`src/rtl/vga_timing_generator.sv`:
```
`default_nettype none
// +--------------------------------------------------------------------------+
// | Module      : vga_timing_generator                                       |
// | Description : VGA raster timing (sync, coordinates, strobes) in the      |
// |               vga_clock domain. Define VGA_TIMING_PREFETCH_EN to enable   |
// |               the next-line prefetch request outputs.                    |
// | Revision    : 1.0 - initial release                                      |
// +--------------------------------------------------------------------------+
module vga_timing_generator #(
  parameter int H_VISIBLE       = 640,
  parameter int H_FRONT         = 16,
  parameter int H_SYNC          = 96,
  parameter int H_BACK          = 48,
  parameter int V_VISIBLE       = 480,
  parameter int V_FRONT         = 10,
  parameter int V_SYNC          = 2,
  parameter int V_BACK          = 33,
  parameter bit SYNC_ACTIVE_LOW = 1'b1,
  parameter int COORD_BITS      = 10
) (
  input  logic                  vga_clock,
  input  logic                  reset,
  output logic                  hsync,
  output logic                  vsync,
  output logic [COORD_BITS-1:0] pixel_x,
  output logic [COORD_BITS-1:0] pixel_y,
  output logic                  visible,
  output logic                  line_start,
  output logic                  frame_start,
  output logic                  line_request,
  output logic [COORD_BITS-1:0] request_line
);

  localparam int H_TOTAL = H_VISIBLE + H_FRONT + H_SYNC + H_BACK;
  localparam int V_TOTAL = V_VISIBLE + V_FRONT + V_SYNC + V_BACK;

  localparam logic [COORD_BITS-1:0] c_ONE      = COORD_BITS'(1);
  localparam logic [COORD_BITS-1:0] c_H_MAX    = COORD_BITS'(H_TOTAL - 1);
  localparam logic [COORD_BITS-1:0] c_V_MAX    = COORD_BITS'(V_TOTAL - 1);
  localparam logic [COORD_BITS-1:0] c_H_VIS    = COORD_BITS'(H_VISIBLE);
  localparam logic [COORD_BITS-1:0] c_V_VIS    = COORD_BITS'(V_VISIBLE);
  localparam logic [COORD_BITS-1:0] c_HS_START = COORD_BITS'(H_VISIBLE + H_FRONT);
  localparam logic [COORD_BITS-1:0] c_HS_END   = COORD_BITS'(H_VISIBLE + H_FRONT + H_SYNC - 1);
  localparam logic [COORD_BITS-1:0] c_VS_START = COORD_BITS'(V_VISIBLE + V_FRONT);
  localparam logic [COORD_BITS-1:0] c_VS_END   = COORD_BITS'(V_VISIBLE + V_FRONT + V_SYNC - 1);
  localparam logic                  c_SYNC_IDLE = SYNC_ACTIVE_LOW;

  logic [COORD_BITS-1:0] r_h;
  logic [COORD_BITS-1:0] r_v;
  logic [COORD_BITS-1:0] w_h_next;
  logic [COORD_BITS-1:0] w_v_next;
  logic                  w_hs_act;
  logic                  w_vs_act;

  // Outputs are decoded from the next counter values so every flop describes
  // the same (h, v) the counters hold after the edge.
  always_comb begin
    w_h_next = r_h + c_ONE;
    w_v_next = r_v;
    if (r_h == c_H_MAX) begin
      w_h_next = '0;
      w_v_next = (r_v == c_V_MAX) ? '0 : r_v + c_ONE;
    end
    w_hs_act = (w_h_next >= c_HS_START) && (w_h_next <= c_HS_END);
    w_vs_act = (w_v_next >= c_VS_START) && (w_v_next <= c_VS_END);
  end

  always_ff @(posedge vga_clock or posedge reset) begin
    if (reset) begin
      r_h         <= c_H_MAX;
      r_v         <= c_V_MAX;
      hsync       <= c_SYNC_IDLE;
      vsync       <= c_SYNC_IDLE;
      pixel_x     <= '0;
      pixel_y     <= '0;
      visible     <= 1'b0;
      line_start  <= 1'b0;
      frame_start <= 1'b0;
    end else begin
      r_h         <= w_h_next;
      r_v         <= w_v_next;
      hsync       <= w_hs_act ^ c_SYNC_IDLE;
      vsync       <= w_vs_act ^ c_SYNC_IDLE;
      pixel_x     <= w_h_next;
      pixel_y     <= w_v_next;
      visible     <= (w_h_next < c_H_VIS) && (w_v_next < c_V_VIS);
      line_start  <= (w_h_next == '0);
      frame_start <= (w_h_next == '0) && (w_v_next == '0);
    end
  end

`ifdef VGA_TIMING_PREFETCH_EN
  logic [COORD_BITS-1:0] w_req_line;
  logic                  w_req_fire;

  // At the end of the visible part of a line, ask for the following line.
  always_comb begin
    w_req_line = (w_v_next == c_V_MAX) ? '0 : w_v_next + c_ONE;
    w_req_fire = (w_h_next == c_H_VIS) && (w_req_line < c_V_VIS);
  end

  always_ff @(posedge vga_clock or posedge reset) begin
    if (reset) begin
      line_request <= 1'b0;
      request_line <= '0;
    end else begin
      line_request <= w_req_fire;
      request_line <= w_req_fire ? w_req_line : '0;
    end
  end
`else
  assign line_request = 1'b0;
  assign request_line = '0;
`endif

endmodule
`default_nettype wire

```
`config.mk`:
```
export PLATFORM = sky130hd
export DESIGN_NAME = vga_timing_generator
export DESIGN_NICKNAME = d
export VERILOG_FILES = /design/src/rtl/vga_timing_generator.sv
export SDC_FILE = /design/constraint.sdc
export NUM_CORES = 1
export LEC_CHECK = 0
export CORE_MARGIN = 2
export CORE_UTILIZATION = 50
export DETAILED_ROUTE_END_ITERATION = 8
export PLACE_DENSITY = 0.77
export SLEW_MARGIN = 10
export SYNTH_ARGS = -nofsm -noshare
export SYNTH_HDL_FRONTEND = slang
export SYNTH_SLANG_ARGS = --single-unit
```
`constraint.sdc`:
```
create_clock -name vga_clock -period 2.5 [get_ports vga_clock]
set_input_delay 0.5 -clock vga_clock [delete_from_list [all_inputs] [get_ports vga_clock]]
set_output_delay 0.5 -clock vga_clock [all_outputs]
set_load 0.02 [all_outputs]
```
### Word-level counts from Yosys, hierarchy flattened

Cells that the tools add are included.

* word-level logic and storage cells: 30
* input bits: 2
* output and inout port bits: 36
* register bits: 45

* bitwise operators: 2
* reduce and logical (&&, ||, !) cells: 6
* add/sub/neg operators: 2
* $lt $le $gt $ge: 6
* multiplexer cells: 3
* equal/unequal tests: 2

Operators with widths (number)
* $mux W10: 3
* $add A10 B1 Y10 const B: 2
* $eq A10 B10 Y1 const B: 2
* $logic_not A10 Y1: 2
* $ge A10 B10 Y1 const B: 1
* $ge A10 B9 Y1 const B: 1
* $le A10 B10 Y1 const B: 1
* $le A10 B9 Y1 const B: 1
* $lt A10 B10 Y1 const B: 1
* $lt A10 B9 Y1 const B: 1
* $logic_and A1 B1 Y1: 4
* $not A1 Y1: 2

### Longest topological paths before layout

* depth after elaboration: 6
* depth in mapped cells: 9
* gate-level depth less buffers: 8

### Worst setup path after synthesis

Ideal clock, no wire load.

* path kind: register -> register
* start point: reg r_h[0]
* end point: reg visible
* path buffers: 2
* stages on the path, launching flop included: 10
* data arrival time: 2009 ps
* setup time: 86 ps
* path slack: 405 ps
* data required time: 2414 ps
* clock period less this slack: 2095 ps
* cells stage by stage: dfstp_2 ha_1 and4_1 buf_4 and3_1 buf_4 nand4_1 xnor2_1 and3_1 nor3_1

* cells in the longest elaborated chain, start to end: 4
* elaborated cells on any way between the ends: 7
* classes of those cells: 1 x add/sub; 2 x order compare; 1 x eq/ne; 2 x mux; 1 x reduce/logical

RTL lines
* start, declared: line 48 `logic [COORD_BITS-1:0] r_h;`
* start signal, assigned: line 70 `r_h <= c_H_MAX;`
* start signal, assigned: line 80 `r_h <= w_h_next;`
* $eq A10 B10 Y1: line 60 `if (r_h == c_H_MAX) begin`
* $mux W10: line 60
* net w_v_next[7]: line 51 `logic [COORD_BITS-1:0] w_v_next;`
* $lt A10 B9 Y1: line 86 `visible <= (w_h_next < c_H_VIS) && (w_v_next < c_V_VIS);`
* $logic_and A1 B1 Y1: line 86
* end signal, assigned: line 86
* end, declared: line 27 `output logic visible,`

The timed path passes the listed nets, and every way through them passes these cells.

### Final worst setup path

* start point: reg r_h[0]
* end point: reg visible

* cells in the longest elaborated chain, start to end: 4
* elaborated cells on any way between the ends: 7
* classes of those cells: 1 x add/sub; 2 x order compare; 1 x eq/ne; 2 x mux; 1 x reduce/logical

RTL lines (line)
* $add A10 B1 Y10 or $eq A10 B10 Y1 (tied branches): 58, 60
* $mux W10: 60
* $lt A10 B10 Y1 or $lt A10 B9 Y1 (tied branches): 86
* $logic_and A1 B1 Y1 *: 86

Every way passes the cells marked *; elsewhere a longest branch is shown, timed or not.

==> results.ini <==
[outcome]
status=completed

[sta]
rsz0062_at_grt=false
period_needed_ns=2.28
fin_setup_tns_ns=0
fin_skew_ns=0.00543
setup_viol=0
slew_violations=0
timing_hold_violations_final=0
timing.fmax_mhz=439
min_period_over_period_pct=91.1

[cts]
hold_buffers=0
htree_num_levels=2
insertion_delay_ns=0.28
cts_tree=done
clockBufferDepth=2
clock_sinks=35
root_buffer=clkbuf_8
clk_pin_slew_worst_paths_ns=0.06
post_cts_buffers=0
cts_resized=0
numCtsBuffers=5

[layout]
fillers=376
area_growth_syn_to_layout_pct=13.1
drive_gt1_share_pct=15.3
seq_area_sq_um=891
antenna_cells=0
multi_input_area_sq_um=982
design_area_sq_um=2370
stdcell_count=286
fin_nets=241

[detailed_routing]
dr.pass1.iters=4
wl_met2_mm=1.86
wl_met3_um=252
wl_met1_mm=1.92
wl_mm=4.08
vias=1578
drc_errors=0
top_layer=met4
antenna_left=0
avgViaCountPerCell=5.52
drt_iter0_markers=184
drt-wirelength-per-cell_um=14.3

[synthesis]
synth_cell_types=51
netlist_area_sq_um=2090
synth_seq_cells=35
ys_async_sr_fraction_pct=100
post_synth.cell_area_avg_sq_um=9.52
synth_edf_count=0
yosys_warnings=0
syn_inst=220
yosysSeqAreaShare_pct=42.5
synthFlopType=dfrtp_1

[die]
core_sq_um=4030
initial_core_util_pct=52.0
die_h_um=68.7
chipWidth_um=68.7
num_rows=23
io_pins=38
die_area_sq_um=4720

[global_routing]
grt_usage_pct=20.3
first_global_vias=1454
overflow=0
antenna_found_initial=0
grt_max_degree=36
grt_pass1_wl_mm=7.11

[setup_path]
critPathTopFamily=simple AND/OR/NAND/NOR gates
crit_arrival_ns=2.48
path_class=reg -> reg
cp-end-kind=register
r2r-end=visible
crit_top_cell=and3_1
rrSetupSlack_ns=0.22
worst_setup_path_start_kind=register
path_max_fanout=11
critical-path-max-stage-delay_ns=0.56
path_cells=ha_1, and4_1, and3_1, o21ai_1, a32o_1, and3_1, nor3_1
cp_data_required_time_ns=2.70
r2r_cells=7
cp_num_buf_inv=0
crit_path_top_delay_cell=dfstp_2
regToRegStartpoint=r_h[0]

[placement]
dp_hpwl_mm=2.91
dp_cells=278
gp_routability_congestion=0.884
post_dp_cell_area_sq_um=2280
placement.io_buffers=26

[pwr]
leakagePower_nw=0.991
powerDensity_nw_per_um2=426
peakVddDrop_v=0.000380

[worst_hold_path]
worstHoldEndpoint=r_v[2]
min_path_cells=2
hold_path.class=reg -> reg
hold_path.startpoint=r_v[2]

[flow_run]
cap_violations=0

==> where the power goes <==
part	leakage (nW)	internal [mW]	switching, mW
registers	0.427	0.567	0
clock network	0.0482	0.222	0.194
logic	0.517	0.00250	0.0249
total	0.991	0.792	0.219
==> worst min-delay path: cells and delay by family (launching register included) <==
family        cells  cell delay (ns)
flops             1             0.41
simple gates      2             0.13
==> worst max-delay path by stage <==
stage,startpoint,to,depth (start not counted)
global placement,r_h[0],frame_start,8
CTS,r_h[0],visible,7
floorplan,r_h[0],visible,9
detailed placement,r_h[0],visible,7
finish,r_h[0],visible,7
global route,r_h[0],frame_start,8
==> cells in the mapped netlist, types with 7 or more instances <==
cell type	number	area, sq um
xnor2_1	8	70.1
dfrtp_1	23	576
dfstp_2	12	315
o21ai_0	9	45.0
buf_4	25	188
a21oi_1	7	35.0
and3_1	8	50.1
xor2_1	7	61.3
nor2_1	14	52.6
nand2_1	19	71.3
nand3_1	7	35.0
==> cells in the final DEF, fill, tap and decap left out, types with 3 or more instances in the layout <==
master and count:
o21ai_0 9, buf_4 8, and3_1 8, inv_1 6, a21oi_1 7, nand2_1 19, nor2_1 14, ha_1 4
dfstp_2 12, nor3_1 5, a31oi_1 4, clkbuf_8 6, nand3_1 7, clkdlybuf4s50_1 26, nor2b_1 3, o21ai_1 4
xor2_1 7, xnor2_1 8, conb_1 11, dfrtp_1 23
==> routing by layer <==
| metal | up-vias | GRT usage [%] |
|---|---|---|
| met3 | 5 | 3.90 |
| met2 | 56 | 29.1 |
| li1 | 767 | - |
| met1 | 750 | 31.1 |
| met5 | - | 0 |
| met4 | 0 | 5.88 |
==> sequential cells by signal (all words and copies together), names as in the netlist <==
register and count:
r_v 10, frame_start 1, pixel_x 7, hsync 1, line_start 1, visible 1
vsync 1, pixel_y 3, r_h 10
==> layout make-up <==
cell class | instances | area share [%]
timing repair buffer | 34 | 13.5
multi-input combinational | 153 | 41.4
tap | 50 | 2.64
inverter | 6 | 0.950
clock inverter | 1 | 0.211
clock buffer | 7 | 3.64
sequential | 35 | 37.6
==> metrics by stage <==
stage,total power [mW],utilization (%),hold slack (ns),setup slack (ns)
global placement,0.605,56.6,0.536,0.324
global route,1.06,58.8,0.607,0.0247
finish,1.01,58.8,0.553,0.223
detailed placement,0.605,56.6,0.534,0.234
CTS,1.02,58.8,0.551,0.224
floorplan,0.613,-,0.512,0.405
==> cells by family (layout without fill, tap and decap cells) <==
kind of cell / after synthesis / after routing / share of synthesized area (%)
AO/OA/AOI/OAI: 43 / 43 / 13.7
XOR/XNOR: 15 / 15 / 6.27
adder cells (fa/ha/maj): 4 / 4 / 2.39
buffers and inverters: 42 / 48 / 12.4
flip-flops: 35 / 35 / 42.5
multiplexers: 1 / 1 / 0.478
other: 1 / 11 / 0.179
AND/OR/NAND/NOR: 79 / 79 / 22.1
Power figures use the tool's default switching activity.
==> variant 1 (config.mk and constraints unchanged) <==
Take the reset off `pixel_x` and `pixel_y` and load them in a clocked block of their own.
--- a/src/rtl/vga_timing_generator.sv
+++ b/src/rtl/vga_timing_generator.sv
@@ -73,4 +73,2 @@
       vsync       <= c_SYNC_IDLE;
-      pixel_x     <= '0;
-      pixel_y     <= '0;
       visible     <= 1'b0;
@@ -83,4 +81,2 @@
       vsync       <= w_vs_act ^ c_SYNC_IDLE;
-      pixel_x     <= w_h_next;
-      pixel_y     <= w_v_next;
       visible     <= (w_h_next < c_H_VIS) && (w_v_next < c_V_VIS);
@@ -89,2 +85,7 @@
     end
+  end
+
+  always_ff @(posedge vga_clock) begin
+    pixel_x <= w_h_next;
+    pixel_y <= w_v_next;
   end
Behaviour: differs if reset is asserted again (counterexample within 4 cycles, from zero or initial values and one cycle with reset high); with reset held inactive, the same outputs for 10 cycles.
==> variant 1 against the unedited design <==
Wire length fell by 12%; final area down 0.11%; power grew 15%; area after synthesis is 9.3% lower; setup slack worse by 0.16 ns; sequential cell count increased by 10; sequential power is 28% higher.
==> variant 1: results (changes against the unedited design) <==
cts bufs inserted: 5 (unchanged)
initial antenna violation count: 0 (unchanged)
DP HPWL: 2.68 mm (-8.0%)
Synth area leaders: dfxtp_1 (21%), dfrtp_1 (17%), dfstp_2 (17%)
MaxCap Viol Count: 0 (unchanged)
detailed-route wire length: 3.59 mm (-12%)
fill cell count: 319 (-15%)
clk_lat worst skew: 0.30 ns (+0.02 ns)
Final Skew: 0.00941 ns (+0.00398 ns)
synth cell count leaders: dfxtp_1 (20), dfrtp_1 (13), inv_1 (13), buf_4 (12), dfstp_2 (12)
CP Max Fanout: 5 (-6)
DRT Pass-1 Iters: 4 (unchanged)
run status: complete, no violations
synth unique cells: 47 (-7.8%)
routed vias/inst: 5.11 (-7.3%)
ys async rst share: 55.6% (-44 points)
largest net degree at the start of global routing: 26 (-28%)
peak supply drop: 0.469 mV (+24%)
DP Cell Count: 255 (-8.3%)
first-pass GRT wire length: 6.27 mm (-12%)
sequential area share after synthesis: 54.8% (+12 points)
CP max-delay cell: or4b_4
share of layout cells above drive strength 1: 22.4% (+7.1 points)
worst flop-to-flop path startpoint: r_v[0]
worst hold path class: in -> async
Final ANT Viol Nets: 0 (unchanged)
Non-Filler Instances: 267 (-6.6%)
initial DRC count: 61 (-67%)
vias in the first global route: 1,390 (-4.4%)
Syn Area/Cell: 11.0 µm² (+15%)
Pleak: 1.06 nW (+6.9%)
Clock Pin Slew Worst Setup and Hold Paths: 0.08 ns (+0.02 ns)
CP arrival: 2.64 ns (+0.16 ns)
Net count, final: 224 (-7.1%)
GPL Wtd Cong: 0.897 (+1.4%)
GRT Total Usage: 19.9% (-0.42 points)
-- variant 1: changes by cell type after synthesis, moves of 4 or more --
cell,unedited run,this run
nand4_1,2,6
and3_1,8,3
dfxtp_1,0,20
inv_1,6,13
xnor2_1,8,3
clkbuf_1,5,1
a31oi_1,4,0
o21ai_1,4,0
nand2_1,19,10
dfrtp_1,23,13
buf_4,25,12
-- variant 1: timing repair --
action | CTS | global route
resized for setup | 0 | 2
buffers inserted | 0 | 4
pin swaps | 1 | 3
endpoints found under the setup margin | 1 | 3
-- variant 1: worst paths after layout --
check | slack (ns) | to | depth (start not counted)
worst max-delay path | 0.06 | frame_start | 8
worst min-delay path | 0.56 | r_v[7] | 3
worst max register to register | 0.06 | frame_start | 8
worst min register to register | 0.56 | r_h[0] | 1
max in group asynchronous | 1.63 | r_h[8] | 3
min in group vga_clock | 0.56 | r_h[0] | 1
-- variant 1: tightest hold or removal path, delay by kind of cell --
kind / cells / cell delay [ns]
buf+inv: 3 / 0.75
-- variant 1: layout make-up --
class	instances	area share, %
clock buffer	8	3.38
timing repair buffer	44	16.9
multi-input combinational	109	31.2
inverter	13	2.06
sequential	45	44.0
tap	48	2.54
-- variant 1: kinds of logic (layout without fill, tap and decap cells) --
group	Yosys count	in the layout	share of synthesized area (%)
compound gates	25	25	9.03
xor+xnor	11	11	5.07
fa+ha+maj	4	4	2.64
buf+inv	29	65	8.30
flops	45	45	54.8
mux	2	2	1.12
other cells	1	11	0.197
simple gates	56	56	18.8
-- variant 1: power by group --
group / leakage (nW) / switching, mW / internal, mW
registers: 0.459 / 0 / 0.724
clock network: 0.0395 / 0.220 / 0.199
logic: 0.562 / 0.0227 / 0.00251
total: 1.06 / 0.243 / 0.925
-- variant 1: per-layer routing --
layer / track usage [%] / up-vias / part of all wire [%]
li1: - / 663 / -
met1: 22.7 / 658 / 41
met2: 33.6 / 36 / 53
met3: 5.65 / 8 / 3.6
met4: 10.7 / 0 / 2.8
met5: 0 / - / 0
-- variant 1: metrics by stage --
stage	area, µm²	worst slack (ns)	setup TNS [ns]	hold slack [ns]	power, mW
after floorplan	1940	0.00197	0	0.498	0.771
after global placement	2250	0.0201	0	0.539	0.763
after detailed placement	2250	-0.0251	-0.0251	0.560	0.764
after CTS	2330	0.0112	0	0.568	1.18
after global routing	2370	-0.0430	-0.0430	0.585	1.22
final	2370	0.0614	0	0.561	1.17
==> variant 2 (same settings) <==
Made on the original files. `COORD_BITS`: 10 -> 14.
--- a/src/rtl/vga_timing_generator.sv
+++ b/src/rtl/vga_timing_generator.sv
@@ -18,3 +18,3 @@
   parameter bit SYNC_ACTIVE_LOW = 1'b1,
-  parameter int COORD_BITS      = 10
+  parameter int COORD_BITS      = 14
 ) (
Ports: changed (resized pixel_x, pixel_y and request_line); port bits go from 38 to 50. No check against the original RTL was run, so the function may have changed too.
==> variant 2 against the unedited design <==
Count of clock-buffer cells in the layout is the same; area after synthesis up 15%; non-clock buffer count increased by 35; critical path depth stayed put; sequential share of layout area is 2.2 points lower; setup slack worse by 0.19 ns; final area rose by 30%; power up 15%; critical path type unchanged; combinational power up 28%; wire length up 40%; sequential cell count up 8; critical endpoint is now frame_start.
==> variant 2: results (changes against the unedited design) <==
run status: complete, no violations
n_diodes: 0 (unchanged)
Synth area leaders: dfrtp_1 (32%), dfstp_2 (13%), buf_4 (10%)
Met3 Wirelength: 445 µm (+77%)
first-pass GRT wire length: 8.80 mm (+24%)
largest net degree at the start of global routing: 44 (+22%)
CP Max Fanout: 5 (-6)
synth unique cells: 44 (-14%)
GPL Wtd Cong: 0.935 (+5.8%)
Worst Hold Endpoint: r_v[12]
peak supply drop: 0.358 mV (-5.7%)
initial DRC count: 227 (+23%)
Pleak: 1.39 nW (+41%)
worst flop-to-flop path startpoint: r_h[6]
reg2reg end: frame_start
wl on met1: 2.41 mm (+26%)
vias in the first global route: 1,826 (+26%)
Post-Synthesis Cells: 243 (+10%)
Sw Ratio: 22.9% (+1.2 points)
DP Area: 0.00281 mm² (+24%)
Final Skew: 0.0103 ns (+0.00488 ns)
Routed wire per std cell: 16.3 µm (+14%)
share of layout cells above drive strength 1: 28.3% (+13 points)
Worst R2R Path Depth: 7 (unchanged)
fill cell count: 356 (-5.3%)
top flop regs: r_h (13), r_v (13), pixel_x (8)
hold path depth: 1 (-1)
routed vias/inst: 5.79 (+5.0%)
clk_lat worst skew: 0.30 ns (+0.02 ns)
cts bufs inserted: 5 (unchanged)
CP arrival: 2.67 ns (+0.19 ns)
GRT Total Usage: 21.5% (+1.2 points)
DP HPWL: 3.86 mm (+32%)
DP Cell Count: 336 (+21%)
Synth warnings: 0 (unchanged)
worst reg-to-reg setup slack: 0.03 ns (-0.19 ns)
IO buf count: 34 (+31%)
DRT Pass-1 Iters: 5 (+1)
hold path start: r_v[12]
Net count, final: 302 (+25%)
synth cell count leaders: buf_4 (33), dfrtp_1 (31), inv_1 (16), nand3_1 (13)
initial antenna violation count: 0 (unchanged)
sequential area share after synthesis: 45.2% (+2.7 points)
met2 WL: 2.70 mm (+45%)
Non-Filler Instances: 351 (+23%)
Clock Pin Slew Worst Setup and Hold Paths: 0.08 ns (+0.02 ns)
-- variant 2: changes by cell type in the layout (fill, tap and decap cells not counted), moves of 7 or more --
cell,before,now
inv_1,6,16
dfrtp_1,23,31
nand2_1,19,8
buf_4,8,33
nand4_1,2,9
clkdlybuf4s50_1,26,34
-- variant 2: metal layers --
metal	vias to the layer above	track usage, %
li1	929	-
met1	978	30.3
met2	111	32.1
met3	16	5.21
met4	0	8.08
met5	-	0
-- variant 2: logic make-up (layout without fill, tap and decap cells) --
kind of cell             Yosys count  in the layout  synth area share [%]
AND/OR/NAND/NOR                   96             97                  24.9
buffers and inverters             55             94                  14.4
flip-flops                        43             43                  45.2
AO/OA/AOI/OAI                     26             26                  6.58
XOR/XNOR                          15             15                  5.44
adder cells (fa/ha/maj)            4              4                  2.07
multiplexers                       3              3                  1.30
other                              1             15                 0.155
-- variant 2: worst max path at each step --
| stage | startpoint | to | slack [ns] |
|---|---|---|---|
| after floorplan | r_h[5] | frame_start | 0.0005 |
| after global placement | r_h[5] | frame_start | 0.07 |
| after detailed placement | r_h[0] | frame_start | 0.03 |
| after CTS | r_v[4] | visible | 0.006 |
| after global routing | r_h[6] | frame_start | -0.05 |
| final | r_h[6] | frame_start | 0.03 |
-- variant 2: layout make-up --
cell class              instances  area, µm²  share of cell area (%)
multi-input cells             160       1180                    38.2
well taps                      54       67.6                    2.19
flip-flops and latches         43       1090                    35.3
repair buffers                 69        604                    19.6
clock inverters                 1       5.00                   0.162
clock buffers                   7       76.3                    2.47
inverters                      17       63.8                    2.07
-- variant 2: power groups by stage --
stage          sequential (mW)  clock [mW]  combinational [mW]
6_report                 0.696       0.429              0.0351
5_1_grt                  0.696       0.475              0.0407
4_1_cts                  0.696       0.437              0.0362
3_5_place_dp             0.709           0              0.0360
3_3_place_gp             0.709           0              0.0358
2_1_floorplan            0.709           0              0.0475
-- variant 2: metrics by stage --
stage / hold WS [ns] / utilization, % / setup slack, ns
after floorplan: 0.521 / - / 0.000464
after global placement: 0.577 / 60.0 / 0.0687
after detailed placement: 0.581 / 60.0 / 0.0275
after CTS: 0.598 / 61.7 / 0.00587
after global routing: 0.616 / 65.8 / -0.0475
final: 0.601 / 65.8 / 0.0300
-- variant 2: what timing repair did --
action,4_1_cts,5_1_grt
pin swaps,1,7
setup endpoints to repair,1,3
gates cloned,0,2
setup buffers,0,5
resized for setup,0,28
-- variant 2: critical path, cell delays in order (launching register included) --
cell     delay (ns)
dfrtp_1        0.39
or4_1          0.52
or4_4          0.54
buf_4          0.18
nor3b_1        0.28
a21o_1         0.21
nor4_2         0.07
and4b_1        0.18
